## config.mk

```make
export PLATFORM = sky130hd
export DESIGN_NAME = mips_cpu_pc_ctrl
export DESIGN_NICKNAME = d
export VERILOG_FILES = /design/src/rtl/mips_cpu_pkg.sv /design/src/rtl/mips_cpu_target_calc.sv /design/src/rtl/mips_cpu_pc_ctrl.sv
export SDC_FILE = /design/constraint.sdc
export NUM_CORES = 1
export LEC_CHECK = 0
export ABC_AREA = 0
export CORE_ASPECT_RATIO = 1.1
export CORE_MARGIN = 2
export CORE_UTILIZATION = 55
export DETAILED_ROUTE_END_ITERATION = 8
export PLACE_DENSITY_LB_ADDON = 0.3
export SKIP_CTS_REPAIR_TIMING = 1
export SLEW_MARGIN = 20
export SYNTH_ARGS = -nofsm -noshare
export SYNTH_HDL_FRONTEND = slang
export SYNTH_SLANG_ARGS = --single-unit
```

## constraint.sdc

```tcl
create_clock -name clk -period 8.25 [get_ports clk]
set_input_delay 1.65 -clock clk [delete_from_list [all_inputs] [get_ports clk]]
set_output_delay 1.65 -clock clk [all_outputs]
set_load 0.05 [all_outputs]
```

## src/rtl/mips_cpu_pkg.sv

```systemverilog
// Shared MIPS CPU types: program-counter controller state and reset vector.
// Latency: n/a (types and constants only).
// Backpressure: n/a.
package mips_cpu_pkg;

  // The PC is loaded with this address when reset_n is low.
  localparam logic [31:0] RESET_VECTOR_DEFAULT = 32'hBFC0_0000;

  // ST_RUN    : normal sequential fetch
  // ST_DELAY  : delay-slot instruction is current; the captured target is pending
  // ST_HALTED : a transfer to address 0 completed; the CPU has stopped
  // ST_FAULT  : a transfer to a misaligned address completed; only reset leaves this state
  typedef enum logic [1:0] {
    ST_RUN    = 2'd0,
    ST_DELAY  = 2'd1,
    ST_HALTED = 2'd2,
    ST_FAULT  = 2'd3
  } pc_state_e;

endpackage

```

## src/rtl/mips_cpu_target_calc.sv

```systemverilog
// Control-transfer target calculator: register, jump-field or branch-offset target.
// Latency: purely combinational, 0 cycles.
// Backpressure: none; the output follows the inputs.
//
// Ports:
//   pc          current instruction address
//   immediate   16-bit branch offset, in instruction words
//   instr_index 26-bit j/jal target field
//   rs_content  register target for jr/jalr
//   sel_reg     jr/jalr is decoded (highest priority)
//   sel_jump    j/jal is decoded (beats a conditional branch)
//   target      selected transfer target
module mips_cpu_target_calc
  import mips_cpu_pkg::*;
(
  input  logic [31:0] pc,
  input  logic [15:0] immediate,
  input  logic [25:0] instr_index,
  input  logic [31:0] rs_content,
  input  logic        sel_reg,
  input  logic        sel_jump,
  output logic [31:0] target
);

  logic [31:0] pc_plus4;
  logic [31:0] branch_offset;
  logic [31:0] branch_target;
  logic [31:0] jump_target;

  assign pc_plus4      = pc + 32'd4;
  // Sign-extend the word offset and scale it to bytes. The addition wraps modulo 2^32.
  assign branch_offset = {{14{immediate[15]}}, immediate, 2'b00};
  assign branch_target = pc_plus4 + branch_offset;
  // j/jal stays inside the 256 MB region that holds the delay slot.
  assign jump_target   = {pc_plus4[31:28], instr_index, 2'b00};

  always_comb begin
    target = branch_target;
    if (sel_reg) begin
      target = rs_content;
    end else if (sel_jump) begin
      target = jump_target;
    end
  end

endmodule

```

## src/rtl/mips_cpu_pc_ctrl.sv

```systemverilog
// MIPS program-counter controller with a branch delay slot, halt-on-zero and misalignment fault.
// Latency: pc updates 1 cycle after an advance; a transfer takes effect after the delay slot retires.
// Backpressure: advance=0 freezes pc, state and the pending target. HALTED and FAULT ignore advance.
//
// Ports:
//   clk, reset_n        clock; asynchronous active-low reset
//   advance             current instruction retires this cycle
//   sig_branch, link    conditional branch taken / branch-and-link request, from the ALU
//   is_j .. is_jalr     decoded jump instructions
//   instr_index, immediate, rs_content, rd_index   target and link operands
//   pc                  current instruction address
//   link_we, link_dest, link_addr   register-file link write (link value is pc+8)
//   active, fault       CPU running / misaligned-target fault
module mips_cpu_pc_ctrl
  import mips_cpu_pkg::*;
#(
  parameter logic [31:0] RESET_VECTOR = RESET_VECTOR_DEFAULT
) (
  input  logic        clk,
  input  logic        reset_n,
  input  logic        advance,
  input  logic        sig_branch,
  input  logic        link,
  input  logic        is_j,
  input  logic        is_jal,
  input  logic        is_jr,
  input  logic        is_jalr,
  input  logic [25:0] instr_index,
  input  logic [15:0] immediate,
  input  logic [31:0] rs_content,
  input  logic [4:0]  rd_index,
  output logic [31:0] pc,
  output logic        link_we,
  output logic [4:0]  link_dest,
  output logic [31:0] link_addr,
  output logic        active,
  output logic        fault
);

  pc_state_e   state_q, state_d;
  logic [31:0] pc_q, pc_d;
  logic [31:0] target_q, target_d;
  logic [31:0] target;
  logic [31:0] pc_plus4;
  logic        transfer;

  assign pc_plus4 = pc_q + 32'd4;
  assign transfer = sig_branch | is_j | is_jal | is_jr | is_jalr;

  mips_cpu_target_calc u_target_calc (
    .pc          (pc_q),
    .immediate   (immediate),
    .instr_index (instr_index),
    .rs_content  (rs_content),
    .sel_reg     (is_jr | is_jalr),
    .sel_jump    (is_j | is_jal),
    .target      (target)
  );

  always_comb begin
    state_d  = state_q;
    pc_d     = pc_q;
    target_d = target_q;
    case (state_q)
      ST_RUN: begin
        if (advance) begin
          pc_d = pc_plus4;
          if (transfer) begin
            target_d = target;
            state_d  = ST_DELAY;
          end
        end
      end
      ST_DELAY: begin
        // The delay slot always retires. A transfer decoded in the slot does not
        // retarget; its link write still happens through link_we below.
        if (advance) begin
          if (target_q == 32'h0) begin
            pc_d    = 32'h0;
            state_d = ST_HALTED;
          end else if (target_q[1:0] != 2'b00) begin
            // pc is left at the delay-slot address so the faulting point is visible.
            state_d = ST_FAULT;
          end else begin
            pc_d    = target_q;
            state_d = ST_RUN;
          end
        end
      end
      default: begin
        // ST_HALTED and ST_FAULT hold everything until reset.
      end
    endcase
  end

  always_ff @(posedge clk or negedge reset_n) begin
    if (!reset_n) begin
      state_q  <= ST_RUN;
      pc_q     <= RESET_VECTOR;
      target_q <= 32'h0;
    end else begin
      state_q  <= state_d;
      pc_q     <= pc_d;
      target_q <= target_d;
    end
  end

  assign pc        = pc_q;
  assign active    = (state_q == ST_RUN) || (state_q == ST_DELAY);
  assign fault     = (state_q == ST_FAULT);
  // reset_n gates the write so nothing reaches the register file while reset is held.
  assign link_we   = advance & (link | is_jal | is_jalr) & active & reset_n;
  assign link_dest = is_jalr ? rd_index : 5'd31;
  assign link_addr = pc_q + 32'd8;

endmodule

```

==> results.yml <==
outcome:
  outcome: "finished, final reports clean"
clock_tree:
  cts_root_buf: "clkbuf_16"
  clock-sinks: 66
  insertion_delay_ps: 340
  clkTransAtPathRegs_ps: 60
  clockBufferDepth: 2
  htreeDepth: 3
  numCtsBuffers: 9
  cts_tree: "done"
timing:
  fin_ws_ps: 3060
  report.final.hold_viol_count: 0
  slew_headroom: 0.312
  worst_pin_slew_ps: 1030
  rsz0062_at_grt: "no"
  fmax_mhz: 193
  drv_slew: 0
  final.setup.tns_ps: 0
  whs_ps: 506
  setup_viol: 0
  fin_crit_sh: 0.629
  fin_skew_ps: 6.89
  period_needed_ps: 5190
setup_path:
  setup.worst_path.class: "in -> out"
  critical_path.top_delay_family: "buffers and inverters"
  crit_fanout: 67
  max_stage_delay_ps: 830
  crit_required_ps: 6600
  worstSetupEndpointType: "primary output"
  start_kind: "input pin"
  path_buf_inv: 3
  cp_cell_sequence: "buf_2 -> buf_4 -> nor3b_1 -> clkdlybuf4s50_1"
  critPathArrivalTime_ps: 3540
  crit_path_top_delay_cell: "clkdlybuf4s50_1"
route:
  drt_iter0_drc: 465
  antenna_left: 0
  routed.top_layer: "met4"
  wl_met1_mm: 8.88
  wl_per_cell_um: 18.9
  dr.pass1.iters: 5
  num_vias: 6545
  wl_met3_mm: 1.67
  vias_per_cell: 6.10
  drc: 0
  routed_wl_mm: 20.3
  met2_length_mm: 9.40
logic_synthesis:
  syn_area_um2: 6270
  synth_fp_nets: 934
  synth_ff_type: "dfrtp_1"
  synthSimpleGateAreaFrac: 0.220
  synth_top_family_by_area: "compound AO/OA/AOI/OAI gates"
  synth_top_area_cell: "dfrtp_1"
  yosysTopAreaCellShare: 0.228
  synthXorXnorAreaFrac: 0.115
  synthTopCellsByArea: "dfrtp_1 (23%), xnor2_1 (7.4%), ha_1 (7.4%)"
  synth.avg_cell_area_um2: 7.75
  synth_seq_cells: 66
  synth_commonest_cells: "nand2_1 (118), o21ai_0 (71), a21oi_1 (68), nor2_1 (62), dfrtp_1 (57)"
  yosys.cell_count.top_type: "nand2_1"
  syn_inst: 808
  ys_warn_count: 0
  synth_compound_area_frac: 0.251
  ys_types: 76
  async_flop_share: 1.00
  post_synth_fa_ha_maj_area_fraction: 0.0771
  seq_area_frac_synth: 0.265
  synth_edf_count: 0
  synthMuxAreaShare: 0.0194
flow_run:
  cap_violations: 0
placement:
  gp_congestion: 0.935
  placement.io_buffers: 159
  dpl.hpwl_mm: 15.6
  post-place-ws_ps: 3050
  post_dp_cell_area_um2: 7830
worst_hold_path:
  hold_class: "reg -> reg"
floorplan:
  num_rows: 40
  die_h_um: 116
  io_pins: 160
  start_util: 0.569
  die_area_um2: 12300
  die_w_um: 106
  core-area_um2: 11000
final_layout:
  syn_to_final_growth_pct: 30.1
  fin_util: 0.740
  diodes: 0
  drive_above_1_share: 0.0680
  fillers: 860
  final_net_count: 1047
  finalInstanceArea_um2: 8150
power_and_ir_drop:
  leakagePower_nw: 3.39
  ir_worst_vdd_uv: 107
  p_per_area_nw_per_um2: 109
global_routing:
  grt_max_degree: 68
  track_usage: 0.330
  overflow: 0
  grt_pass1_wl_mm: 31.6
  grt_pass1_vias: 6151
  grt_antenna_before_repair: 0
-- stage by stage --
stage               instances  power, mW
floorplan                 808      0.396
global placement         1057      0.465
detailed placement       1057      0.466
CTS                      1073      0.889
global route             1073      0.913
finish                   1073      0.891
-- cell usage in the layout, fill, tap and decap left out, types with 3 or more instances in the layout --
master             n
a211oi_1           8
a21o_1            11
a21oi_1           67
a21oi_2            3
a22oi_1            4
a31oi_1            3
and2_1             5
and3_1             9
and4_1             3
buf_4              7
clkbuf_16          9
clkdlybuf4s50_1  158
dfrtp_1           57
dfstp_2            9
ha_1              37
inv_1             12
mux2i_1           11
nand2_1          118
nand2b_1           5
nand3_1           30
nand4_1           12
nor2_1            61
nor2b_1            3
nor3_1            18
nor4_1            10
o211ai_1          13
o21a_1             6
o21ai_0           71
o21ai_1            7
o221ai_1           3
o22ai_1           10
o31ai_1            4
or2_2              3
xnor2_1           53
xor2_1            29
-- worst paths after layout --
check | slack (ps) | from | cells past startpoint | endpoint
max | 3060 | reset_n | 4 | link_we
max reg2reg | 4050 | pc[5] | 16 | target_q[30]
max in group asynchronous | 6130 | reset_n | 2 | target_q[22]
min reg2reg | 510 | target_q[6] | 2 | target_q[6]
min | 510 | target_q[6] | 2 | target_q[6]
min in group asynchronous | 1490 | reset_n | 2 | target_q[23]
-- cell type report --
type,count,area (um2),share of cell area
inverters,12,45.0,0.00553
flip-flops and latches,66,1660,0.204
clock buffers,9,225,0.0276
clock inverters,7,101,0.0124
multi-input cells,666,4290,0.527
repair buffers,166,1640,0.201
well taps,147,184,0.0226
-- flip-flops by register name, summed over array words and instances, names as in the netlist --
name      cells
state_q       2
pc           32
target_q     32
-- routing by layer --
metal,track usage,up-vias
li1,-,3109
met1,0.465,3086
met2,0.526,322
met3,0.0551,28
met4,0.0921,0
met5,0,-
-- report_power, final --
part / internal (mW) / switching [mW] / total, mW
Sequential: 0.324 / 0 / 0.324
Combinational: 0.0682 / 0.0702 / 0.138
Clock: 0.267 / 0.161 / 0.429
Total: 0.659 / 0.231 / 0.891
-- worst min-delay path, stage by stage (launching register included) --
cell     delay, ps
dfrtp_1        360
nand2_1         50
o21ai_0         60
-- logic make-up after synthesis --
group | Yosys count
AO/OA/AOI/OAI | 243
multiplexers | 12
buffers and inverters | 76
adder cells (fa/ha/maj) | 38
AND/OR/NAND/NOR | 291
XOR/XNOR | 82
flip-flops | 66
No activity file was read; power rests on OpenSTA's default activity.
